==> src/rtl/pipe_addsub_acc.sv <==
// Pipelined add/sub/accumulate/load unit with a start/in_ready input handshake,
// a valid/out_ready output handshake, an optional saturation mode and an overflow flag.
module pipe_addsub_acc #(
  parameter int W   = 12,
  parameter int LAT = 1,
  parameter int SAT = 0
) (
  input  logic         clk,
  input  logic         rst,
  input  logic         start,
  input  logic [1:0]   op,
  input  logic [W-1:0] a,
  input  logic [W-1:0] b,
  output logic         in_ready,
  output logic [W-1:0] y,
  output logic         ovf,
  output logic         valid,
  input  logic         out_ready
);

  localparam logic [1:0] OP_ADD  = 2'b00;
  localparam logic [1:0] OP_SUB  = 2'b01;
  localparam logic [1:0] OP_ACC  = 2'b10;
  localparam logic [1:0] OP_LOAD = 2'b11;

  logic [LAT-1:0] stg_valid;
  logic [LAT-1:0] stg_ovf;
  logic [W-1:0]   stg_y [LAT];
  logic [W-1:0]   acc_q;

  logic         stall;
  logic         accept;
  logic [W:0]   r;
  logic         ovf_next;
  logic [W-1:0] y_next;

  assign stall    = stg_valid[LAT-1] && !out_ready;
  assign in_ready = !stall;
  assign accept   = start && in_ready;

  // Compute in W+1 bits so the top bit is the carry (ADD/ACC) or borrow (SUB).
  always_comb begin
    r        = '0;
    ovf_next = 1'b0;
    case (op)
      OP_ADD: begin
        r        = {1'b0, a} + {1'b0, b};
        ovf_next = r[W];
      end
      OP_SUB: begin
        r        = {1'b0, a} - {1'b0, b};
        ovf_next = r[W];
      end
      OP_ACC: begin
        r        = {1'b0, acc_q} + {1'b0, a};
        ovf_next = r[W];
      end
      default: begin
        r        = {1'b0, a};
        ovf_next = 1'b0;
      end
    endcase
    y_next = r[W-1:0];
    if (SAT != 0 && ovf_next) begin
      y_next = (op == OP_SUB) ? '0 : '1;
    end
  end

  // The whole pipe freezes while the head result waits for the consumer.
  always_ff @(posedge clk or posedge rst) begin
    if (rst) begin
      stg_valid <= '0;
      stg_ovf   <= '0;
      acc_q     <= '0;
      for (int i = 0; i < LAT; i++) begin
        stg_y[i] <= '0;
      end
    end else if (!stall) begin
      stg_valid[0] <= accept;
      if (accept) begin
        stg_y[0]   <= y_next;
        stg_ovf[0] <= ovf_next;
      end
      for (int i = 1; i < LAT; i++) begin
        stg_valid[i] <= stg_valid[i-1];
        if (stg_valid[i-1]) begin
          stg_y[i]   <= stg_y[i-1];
          stg_ovf[i] <= stg_ovf[i-1];
        end
      end
      if (accept && (op == OP_ACC || op == OP_LOAD)) begin
        acc_q <= y_next;
      end
    end
  end

  assign y     = stg_y[LAT-1];
  assign ovf   = stg_ovf[LAT-1];
  assign valid = stg_valid[LAT-1];

endmodule
==> config.mk <==
export PLATFORM = sky130hd
export DESIGN_NAME = pipe_addsub_acc
export DESIGN_NICKNAME = d
export VERILOG_FILES = /design/src/rtl/pipe_addsub_acc.sv
export SDC_FILE = /design/constraint.sdc
export NUM_CORES = 1
export LEC_CHECK = 0
export CAP_MARGIN = 15
export CORE_MARGIN = 1.5
export CORE_UTILIZATION = 50
export DETAILED_ROUTE_END_ITERATION = 8
export GPL_TIMING_DRIVEN = 0
export PLACE_DENSITY = 0.82
export SLEW_MARGIN = 0
export SYNTH_ARGS = -nofsm -noshare
export SYNTH_HDL_FRONTEND = slang
export SYNTH_SLANG_ARGS = --single-unit
export TNS_END_PERCENT = 30
==> constraint.sdc <==
create_clock -name clk -period 2.55 [get_ports clk]
set_clock_uncertainty 0.15 [all_clocks]
set_input_delay 0.255 -clock clk [delete_from_list [all_inputs] [get_ports clk]]
set_output_delay 0.255 -clock clk [all_outputs]
set_load 0.03 [all_outputs]
==> qor.txt, run 1 <==
Number of distinct library cells after synthesis: 56
First-pass GRT wire length: 13,100 um
Sequential cell area: 651 um^2
#FFs+latches synth: 26
Finished layout cell area: 3810 um^2
Number of synthesized flops with an enable pin: 0
Share of cells above drive strength 1: 0.170
Element type at the critical path end: register
Max-cap violations: 0
Worst endpoint required time: 2580 ps
Ys async rst share: 1.00
Pwr per Cell Area: 636 nW/um^2
Clock transition time at the flip-flop clock pins of the worst setup and hold paths: 100 ps
Comb power frac: 0.604
Tmin final: 2510 ps
Initial DRC count: 364
Clock network fraction of total power: 0.146
Multi-input logic area: 2380 um^2
Worst reg2reg path startpoint: acc_q[0]
Final setup fails: 0
Initial antenna violation count: 0
Area contributors post-synth: dfrtp_1, ha_1, a21oi_1
Area of the core: 5570 um^2
Grt ovf: 0
Overall Power: 2.42 mW
Reg2Reg Depth: 10
Crit Path Class: input port to register
Net Switching: 1.02 mW
Mapped Area: 2920 um^2
Synth-to-layout area growth: 30.2%
Fin crit share: 0.986
Area post-placement: 3430 um^2
FMAX: 398 MHz
Yosys top cell by area: dfrtp_1
Routed WL: 8590 um
Initial Util: 0.525
Crit path from: b[6]
Reg power frac: 0.251
Main flop type after synthesis: dfrtp_1
DP Wirelength: 6090 um
Synth Net Count: 422
Hold Vio Cnt, Final: 0
# fillers: 445
# DRC: 0
Number of port buffers: 42
Synth top area share: 0.223
Leakage: 1.69 nW
DR vias/cell: 6.39
CP max FO: 5
Grt met3 use: 0.0286
I/O pin count: 45
Switching fraction of total power: 0.422
Worst hold-check path type: input port to register
Layout Nets: 471
Via count: 3,023
Met2 GRT Util: 0.461
Yosys synthesis warning count: 0
Rows: 27
P_int: 1.40 mW
Htree depth: 1
Placer Congestion: 0.858
Worst min-delay path startpoint: a[0]
Total CTS buffers: 3
GR Util All Layers: 0.260
Worst VDD drop: 0.507 mV
CTS tree: done
DR WL/cell: 18.2 um
Critical Path Start Type: input port
ANT nets after route: 0
Gate Count Post-Synth: 353
RSZ-0062 raised after global routing: true
Syn avg cell area: 8.28 um^2
GRT busiest layer: met2
Clock Sinks: 26
CTS Buffer Depth: 2
Seq/Total Area, Yosys: 0.223
Least-Margin Pin Slew: 974 ps
Worst rel slew slack: 0.350
Hold Path Depth: 3
CTS root buf: clkbuf_8
Die Area: 6320 um^2
Largest net degree at the start of global routing: 27
Clk_lat worst skew: 280 ps
Die Ht: 79.5 um
M1 GR Usage: 0.334
N_diodes: 0
Die width: 79.5 um
Vias in the first global route: 2,812
Final Max Tran Viols: 0
Number of detailed-route iterations in the first pass: 5
Critical Path AT: 2550 ps
Status: completed
==> synthesized netlist by cell type, drive strengths merged, types with 2 or more instances <==
cell type and n:
nand2b 7, mux2i 7, nor2 26, o21bai 3
inv 25, dfrtp 26, a31oi 3, a21boi 3
nand3 3, o22ai 3, a21oi 31, ha 36
nor2b 7, xnor2 14, o211ai 3, buf 4
o21ai 25, a211oi 5, o221ai 2, a221o 2
clkbuf 12, o21a 4, a21o 9, a311oi 3
and2 3, o221a 2, nand2 30, o211a 2
fa 3, xor2 6, or4 2, o31ai 10
nor3 2, a221oi 7, mux2 8, or3 3
==> power by group through the flow <==
stage                     sequential (mW)  clock, mW  combinational (mW)
final                               0.607      0.353                1.46
after global routing                0.621      0.374                1.58
after CTS                           0.601      0.347                1.33
after detailed placement            0.604          0                1.27
after global placement              0.600          0                1.24
after floorplan                     0.713          0               0.786
==> worst max-delay path, stage by stage <==
cell and delay, ps:
clkdlybuf4s50_1 480, inv_1 70, ha_4 280, inv_1 110
a2111oi_2 350, a21oi_2 160, a31oi_2 240, xor2_2 250
a211oi_4 100, o31ai_1 260
==> layout make-up <==
type / instances / area share
multi-input combinational: 285 / 0.625
sequential: 26 / 0.171
timing repair buffer: 47 / 0.119
inverter: 26 / 0.0256
tap: 72 / 0.0237
buffer: 13 / 0.0168
clock buffer: 3 / 0.0108
clock inverter: 1 / 0.00789
==> placed cells by master (no fill, tap or decap), types with 4 or more instances in the layout <==
| cell type | n |
|---|---|
| dfrtp_1 | 26 |
| dlygate4sd2_1 | 7 |
| a221oi_2 | 4 |
| xnor2_1 | 14 |
| clkdlybuf4s50_1 | 24 |
| dlymetal6s2s_1 | 8 |
| mux2i_1 | 6 |
| inv_1 | 21 |
| inv_2 | 4 |
| clkbuf_1 | 10 |
| a21o_1 | 9 |
| o31ai_1 | 9 |
| mux2_2 | 7 |
| ha_4 | 11 |
| nor2_1 | 26 |
| nand2_1 | 30 |
| o21a_1 | 4 |
| xor2_1 | 5 |
| o21ai_0 | 19 |
| ha_1 | 23 |
| nor2b_1 | 6 |
| buf_4 | 5 |
| nand2b_1 | 7 |
| a21oi_1 | 28 |
==> timing repair <==
| item | CTS | global route |
|---|---|---|
| pin swaps | 13 | 16 |
| resized for setup | 32 | 45 |
| hold buffers | 0 | 0 |
| setup buffers | 2 | 3 |
| hold endpoints to repair | 0 | 0 |
| setup endpoints to repair | 14 | 14 |
==> per-stage QoR <==
step	setup slack, ps	hold slack (ps)	setup TNS (ps)	util	instances
after floorplan	243	145	0	-	353
after global placement	-588	317	-6230	0.616	467
after detailed placement	-591	327	-6890	0.616	467
after CTS	-57.4	350	-163	0.647	470
after global routing	-73.7	277	-127	0.683	473
final	35.7	217	0	0.683	473
==> metal layers <==
layer	up-vias	part of all wire
met5	-	0
met4	0	0.023
met3	27	0.065
met2	178	0.51
met1	1433	0.40
li1	1385	-
==> registers in the layout (all words and copies together), names as in the netlist <==
register / count
acc_q: 12
ovf: 1
y: 12
valid: 1
==> worst paths after layout <==
path,to,slack [ps]
max in group asynchronous,acc_q[10],1320
min in group asynchronous,acc_q[0],340
setup reg to reg,y[10],80
hold reg to reg,y[1],350
hold / removal,acc_q[0],220
setup / recovery,y[11],40
==> kinds of logic (layout without fill, tap and decap cells) <==
logic type,after synthesis,in the layout,share of synthesized area
adder cells (fa/ha/maj),39,39,0.175
multiplexers,16,16,0.0625
buffers and inverters,42,90,0.0573
AO/OA/AOI/OAI,121,121,0.278
AND/OR/NAND/NOR,89,89,0.145
flip-flops,26,26,0.223
XOR/XNOR,20,20,0.0599
Note: power is estimated with default switching activity, not from simulation.
==> inputs of run 2 (changes only) <==
==> constraint.sdc (replaced) <==
create_clock -name clk -period 2.55 [get_ports clk]
set_clock_uncertainty 0.15 [all_clocks]
set_input_delay 0.255 -clock clk [delete_from_list [all_inputs] [get_ports clk]]
set_output_delay 0.255 -clock clk [all_outputs]
set_load 0.01 [all_outputs]
==> results of run 2 <==
The final DEF is identical to that of run 1. Status: completed.
Among the figures that moved: total power 2.42 mW -> 2.33 mW; worst IR drop on VDD 0.507 mV -> 0.489 mV
